[src/rtl/score_display.sv]
// Binary score to five active-low seven-segment digits via sequential double-dabble,
// with leading-zero blanking and a game-over flash.
module score_display #(
   parameter bit BLANK_ZEROS = 1'b1,
   parameter int BLINK_DIV   = 25000000
) (
   input  logic        clk,
   input  logic        reset,
   input  logic [15:0] score,
   input  logic        gameOver,
   output logic [6:0]  HEX0,
   output logic [6:0]  HEX1,
   output logic [6:0]  HEX2,
   output logic [6:0]  HEX3,
   output logic [6:0]  HEX4,
   output logic        busy,
   output logic        updated
);

   localparam int         BW        = $clog2(BLINK_DIV) + 1;
   localparam logic [6:0] SEG_BLANK = 7'b1111111;

   typedef enum logic [1:0] {IDLE, CONVERT, LOAD} state_t;

   state_t           state, state_next;
   logic [15:0]      last_score;
   logic [15:0]      bin;
   logic [19:0]      bcd;
   logic [19:0]      bcd_adj;
   logic [4:0]       cnt;
   logic [4:0][3:0]  dig;
   logic [BW-1:0]    blink_cnt;
   logic             blink_off;
   logic [4:0][6:0]  seg;
   logic             flash_off;
   logic             lz1, lz2, lz3, lz4;

   function automatic logic [6:0] seg7(input logic [3:0] d);
      case (d)
         4'd0:    return 7'b1000000;
         4'd1:    return 7'b1111001;
         4'd2:    return 7'b0100100;
         4'd3:    return 7'b0110000;
         4'd4:    return 7'b0011001;
         4'd5:    return 7'b0010010;
         4'd6:    return 7'b0000010;
         4'd7:    return 7'b1111000;
         4'd8:    return 7'b0000000;
         4'd9:    return 7'b0010000;
         default: return SEG_BLANK;
      endcase
   endfunction

   // NOTE: sequential state uses non-blocking assignments so every register samples pre-edge values.
   always_ff @(posedge clk) begin
      if (reset) state <= IDLE;
      else       state <= state_next;
   end

   // NOTE: every always_comb output gets a default first, so no path can infer a latch.
   always_comb begin
      state_next = state;
      case (state)
         IDLE:    if (score != last_score) state_next = CONVERT;
         CONVERT: if (cnt == 5'd15)        state_next = LOAD;
         LOAD:    state_next = IDLE;
         default: state_next = IDLE;
      endcase
   end

   assign busy    = (state != IDLE);
   assign updated = (state == LOAD);

   // Add-3 correction on every nibble before it is shifted.
   always_comb begin
      bcd_adj = bcd;
      for (int i = 0; i < 5; i++) begin
         if (bcd[4*i +: 4] >= 4'd5) bcd_adj[4*i +: 4] = bcd[4*i +: 4] + 4'd3;
      end
   end

   // NOTE: the digit registers are few and observable at the pins, so they are reset like any other state.
   always_ff @(posedge clk) begin
      if (reset) begin
         last_score <= '0;
         bin        <= '0;
         bcd        <= '0;
         cnt        <= '0;
         dig        <= '0;
      end else begin
         case (state)
            IDLE: begin
               if (score != last_score) begin
                  bin        <= score;
                  last_score <= score;
                  bcd        <= '0;
                  cnt        <= '0;
               end
            end
            CONVERT: begin
               {bcd, bin} <= {bcd_adj[18:0], bin, 1'b0};
               cnt        <= cnt + 5'd1;
            end
            LOAD: begin
               dig <= bcd;
            end
            default: ;
         endcase
      end
   end

   // Flash timer only runs while the game is over; otherwise it sits in the "on" phase.
   always_ff @(posedge clk) begin
      if (reset || !gameOver) begin
         blink_cnt <= '0;
         blink_off <= 1'b0;
      end else if (blink_cnt == BW'(BLINK_DIV - 1)) begin
         blink_cnt <= '0;
         blink_off <= ~blink_off;
      end else begin
         blink_cnt <= blink_cnt + 1'b1;
      end
   end

   assign flash_off = gameOver & blink_off;

   always_comb begin
      seg = '0;
      for (int k = 0; k < 5; k++) seg[k] = seg7(dig[k]);
   end

   assign lz4 = (dig[4] == 4'd0);
   assign lz3 = lz4 & (dig[3] == 4'd0);
   assign lz2 = lz3 & (dig[2] == 4'd0);
   assign lz1 = lz2 & (dig[1] == 4'd0);

   assign HEX0 = flash_off                        ? SEG_BLANK : seg[0];
   assign HEX1 = (flash_off || (BLANK_ZEROS && lz1)) ? SEG_BLANK : seg[1];
   assign HEX2 = (flash_off || (BLANK_ZEROS && lz2)) ? SEG_BLANK : seg[2];
   assign HEX3 = (flash_off || (BLANK_ZEROS && lz3)) ? SEG_BLANK : seg[3];
   assign HEX4 = (flash_off || (BLANK_ZEROS && lz4)) ? SEG_BLANK : seg[4];

endmodule

[config.mk]
export PLATFORM = sky130hd
export DESIGN_NAME = score_display
export DESIGN_NICKNAME = d
export VERILOG_FILES = /design/src/rtl/score_display.sv
export SDC_FILE = /design/constraint.sdc
export NUM_CORES = 1
export LEC_CHECK = 0
export ABC_AREA = 1
export BUFFER_PORTS_ARGS = -buffer_cell sky130_fd_sc_hd__buf_2
export CORE_ASPECT_RATIO = 1.25
export CORE_MARGIN = 5
export CORE_UTILIZATION = 50
export CTS_CLUSTER_DIAMETER = 50
export DETAILED_ROUTE_END_ITERATION = 12
export PLACE_DENSITY = 0.72
export SYNTH_ARGS = -nofsm -noshare
export SYNTH_HDL_FRONTEND = slang
export SYNTH_SLANG_ARGS = --single-unit
[constraint.sdc]
create_clock -name clk -period 1.8 [get_ports clk]
set_input_delay 0.45 -clock clk [delete_from_list [all_inputs] [get_ports clk]]
set_output_delay 0.45 -clock clk [all_outputs]
set_load 0.02 [all_outputs]
# Word-level counts from Yosys, hierarchy flattened
# Memories as Yosys holds them, arrays and structs flattened. A register that Yosys moved wholly into a read port is not among the register bits.
# Cells that the tools add are included.
totals:
  ff_bits: 106
  rom_bits: 560
  inputBits: 19
  out_inout_bits: 37
  wordCells: 87
  mem_count: 5
mem_list:
  columns: ["name", "depth", "word_bits", "rd", "rd_ports_with_merged_regs", "write_ports", "line_no", "text"]
  rows:
  - ["(no name shown)", 16, 7, 1, 1, 0, "39", "case (d)"]
  - ["(no name shown)", 16, 7, 1, 1, 0, "39", null]
  - ["(no name shown)", 16, 7, 1, 1, 0, "39", null]
  - ["(no name shown)", 16, 7, 1, 1, 0, "39", null]
  - ["(no name shown)", 16, 7, 1, 1, 0, "39", null]
op_classes:
  add_sub_neg: 7
  n_lt_le_gt_ge: 5
  n_eq_ne: 7
  n_mux: 29
  bitwise_logic: 5
  reduce_logical: 17
ops:
  columns: ["operator", "n"]
  rows:
  - ["$mux 4", 14]
  - ["$pmux 20 s2", 1]
  - ["$mux 7", 5]
  - ["$pmux 16 s2", 1]
  - ["$add 26x1->26 const B", 1]
  - ["$eq 26x25->1 const B", 1]
  - ["$ge 4x3->1 const B", 5]
  - ["$mux 20", 1]
  - ["$add 4x2->4 const B", 4]
  - ["$logic_not 4->1", 4]
  - ["$mux 16", 1]
  - ["$ne 16x16->1", 1]
  - ["$pmux 5 s2", 1]
  - ["$reduce_and 2->1", 3]
  - ["$add 5x1->5 const B", 1]
  - ["$eq 5x4->1 const B", 1]
  - ["$logic_or 1x1->1", 5]
  - ["$mux 5", 1]
  - ["$and 1x1->1", 4]
  - ["$mux 2", 2]
  - ["$ne 2x2->1 const B", 2]
  - ["$pmux 2 s2", 1]
  - ["$reduce_bool 2->1", 2]
  - ["$add 3x2->3 const B", 1]
  - ["other kinds (7)", 7]

# Longest topological paths before layout
depth:
  depth_word: 6
  ltp_mapped: 12
  mapped_depth_nobuf: 11

# Worst setup path after synthesis
# No wires, ideal clock.
synth_timing:
  path_type: "input-to-output"
  from: "input port gameOver"
  to: "output port HEX1[0]"
  arrival_ns: 1.492
  t_required_ns: 1.350
  setup_slack_ns: -0.142
  cell_stages: 7
  path_buffers: 0
  path_cell_list: "nand2_1 inv_1 a21oi_2 a21o_1 a21oi_2 o21ai_1 nand2_1"
synth_via:
  elab_chain_cells: 3
synth_lines:
  columns: ["element", "line_no", "text"]
  rows:
  - ["from (decl)", "10", "input logic gameOver,"]
  - ["$and 1x1->1", "125", "assign flash_off = gameOver & blink_off;"]
  - ["$logic_or 1x1->1", "138", "assign HEX1 = (flash_off || (BLANK_ZEROS && lz1)) ? SEG_BLANK : seg[1];"]
  - ["$mux 7", "138", null]
  - ["to (decl)", "12", "output logic [6:0] HEX1,"]
# No other way between the ends.

# Worst setup path after layout
layout_timing:
  from: "register dig[19] in the netlist's numbering"
  to: "output port HEX1[0]"
layout_via:
  elab_chain_cells: 6
layout_lines:
  columns: ["element", "line_no", "text"]
  rows:
  - ["from (decl)", "31", "logic [4:0][3:0] dig;"]
  - ["from (signal assigned)", "89", "dig <= '0;"]
  - ["from (signal assigned)", "105", "dig <= bcd;"]
  - ["$logic_not 4->1", "132", "assign lz4 = (dig[4] == 4'd0);"]
  - ["$and 1x1->1", "133", "assign lz3 = lz4 & (dig[3] == 4'd0);"]
  - ["$and 1x1->1", "134", "assign lz2 = lz3 & (dig[2] == 4'd0);"]
  - ["$and 1x1->1", "135", "assign lz1 = lz2 & (dig[1] == 4'd0);"]
  - ["$logic_or 1x1->1", "138", null]
  - ["$mux 7", "138", null]
# No other way between the ends.

==> flow_summary.yaml <==
sta:
  hold_viol_final: 0
  finalCriticalPeriod_ns: 2.251
  worst_pin_slew_ns: 0.4817
  grt_setup_unrepaired: "true"
  finalSetupViolCount: 35
  max_slew_margin: 0.6789
  fmax_mhz: 444.2
  fin_tns_setup_ns: -10.15
  fin_skew_ns: 0.006341
  fin_ws_ns: -0.4510
  maxSlewViolCount: 0
  fin_crit_sh: 1.251
floorplanning:
  fp.dieH_um: 144.1
  core_area_sq_um: 14290
  fp.dieW_um: 117.3
  die_area_sq_um: 16890
  start_util: 0.5033
  rows: 49
  ios: 56
status:
  violations: "setup timing"
  outcome: "finished with violations"
synthesis:
  yosys_register_bits: 141
  syn_area_sq_um: 7189
  ys_warn_count: 0
  syn-num-nets: 1044
  post_synth_inst_count: 987
  ys_seq_area_frac: 0.3926
  synth.distinct_cells: 41
  syn_area_per_cell_sq_um: 7.284
power_and_ir_drop:
  swShare: 0.2169
  pwr-share-clk: 0.525
  p_int_mw: 5.985
  p_sw_mw: 1.658
  p_leak_nw: 4.026
  max-vdd-ir-drop_uv: 648.6
  pwr_density_cell_nw_per_um2: 822.5
  seq_power_share: 0.422
  combPwrFrac: 0.053
clock_network:
  clk_latency_ns: 0.42
  tritoncts: "yes"
  root_buffer: "clkbuf_16"
  cts.clk_slew.worst_paths_ns: 0.06
  cts_buffers: 17
  clock_path_buffers: 2
  cts_htree_levels: 4
  clock_sinks: 141
layout:
  regArea_sq_um: 2834
  final_cell_mix: "134 x dfxtp_1, 133 x nor2_1, 126 x nand2_1, 126 x inv_1, 70 x nand3_1"
  final_common_cell: "dfxtp_1"
  stdcell_count: 1297
  nets: 1163
  drive_gt1_frac: 0.2618
  area_growth_pct: 29.26
  multi_input_area_sq_um: 3923
  fillCellCount: 1184
  antenna_cells: 0
route:
  via_per_inst: 5.027
  maxUsedRoutingLayer: "met4"
  drc: 0
  drt_iter0_markers: 334
  wl_met1_um: 6973
  vias: 6520
  wire_per_inst_um: 12.51
  wl_um: 16230
  dr.pass1.iters: 4
  wl_met3_um: 481
  wl_met2_um: 8423
  ant_nets: 0
grt:
  grt.total_usage: 0.1908
  grt_overflow_total: 0
  grt_pass1_vias: 6007
  grt_max_degree: 54
  antenna_found_initial: 0
  grt_pass1_wl_um: 26280
place:
  dp_cells: 1239
  io_buffers: 55
  routabilityCongestion: 0.8356
  dpl.hpwl_um: 10730
critical_path:
  critPathRequiredTime_ns: 1.35
  end_kind: "output pin"
  startpoint_type: "flop"
  worstSetupPathType: "flop to output pin"
  cp.arrival_ns: 1.80
  crit_fanout: 8
worst_hold_path:
  hold_path_class: "primary input to flop"
run:
  maxCapViolations: 0
-- cell type report --
cell class,instances,share of cell area
clock buffers,19,0.04766
clock inverters,13,0.02545
inverters,140,0.05803
multi-input cells,675,0.4221
flip-flops and latches,141,0.3050
well taps,178,0.02397
repair buffers,131,0.1178
-- power groups by stage --
stage,clock network [mW],registers (mW),logic [mW]
after CTS,4.07,3.23,0.403
final,4.01,3.23,0.406
after detailed placement,0,3.29,0.399
after global routing,4.22,3.23,0.463
after global placement,0,3.29,0.395
after floorplan,0,3.29,0.292
-- sequential cells by signal (all words and copies together), names as in the netlist --
signal / flops
seg: 35
blink_cnt: 26
bcd: 20
dig: 20
bin: 16
last_score: 16
cnt: 5
state: 2
blink_off: 1
-- repair_timing --
item,in CTS,in global routing
buffers inserted,9,18
hold buffers,0,0
resized for setup,62,78
setup endpoints to repair,54,87
gates cloned,0,2
pin swaps,8,33
-- layer usage --
layer,up-vias,GRT usage
li1,3407,-
met1,2982,0.2201
met2,97,0.3403
met3,34,0.03851
met4,0,0.07729
met5,-,0
-- through the flow --
stage               total power [mW]    util  setup WS [ns]  instance area, sq um  hold WS [ns]
finish                         7.643  0.6505        -0.4510                  9293        0.3285
global route                   7.911  0.6505        -0.5840                  9293        0.3286
CTS                            7.699  0.6249        -0.5033                  8926        0.3130
detailed placement             3.693  0.5602        -0.2236                  8003        0.4646
global placement               3.686  0.5602        -0.1909                  8003        0.4504
floorplan                      3.578       -       0.001215                  7256        0.4296
-- final timing paths --
check / from / cells after the start / end / slack [ns]
min reg2reg: last_score[15] / 2 / last_score[15] / 0.47
max reg2reg: state[0] / 10 / seg[20] / 0
max: dig[19] / 8 / HEX1[0] / -0.45
min: score[14] / 3 / bin[14] / 0.33
-- synth_stat cells, drive strengths merged --
cell type	count	share of area
a21o	1	0.0010
a21oi	69	0.054
a31oi	1	0.00087
buf	18	0.019
clkbuf	13	0.0068
clkinv	2	0.0010
dfxtp	141	0.39
ha	38	0.066
inv	138	0.072
nand2	151	0.084
nand2b	1	0.00087
nand3	72	0.050
nand3b	3	0.0031
nand4	15	0.014
nor2	143	0.076
nor3	23	0.023
nor3b	5	0.0052
nor4	1	0.00087
o211ai	5	0.0052
o21ai	86	0.062
o21bai	15	0.016
o31ai	5	0.0052
or2	29	0.025
xnor2	4	0.0049
xor2	8	0.0097
-- critical path: stages (launching register included) --
cell and delay, ns:
dfxtp_2 0.33, nor2_4 0.11, buf_6 0.11, a21oi_4 0.05, a21o_1 0.18, a21oi_4 0.23
o21ai_4 0.15, nand2_2 0.10, buf_6 0.11
-- logic make-up (layout without fill, tap and decap cells) --
logic type      Yosys count  after routing  share of synthesized area
simple gates            443            443                     0.2830
fa+ha+maj                38             38                    0.06613
buf+inv                 171            303                    0.09938
compound gates          182            182                     0.1443
flops                   141            141                     0.3926
xor+xnor                 12             12                    0.01462
(Power assumes the default switching activity.)
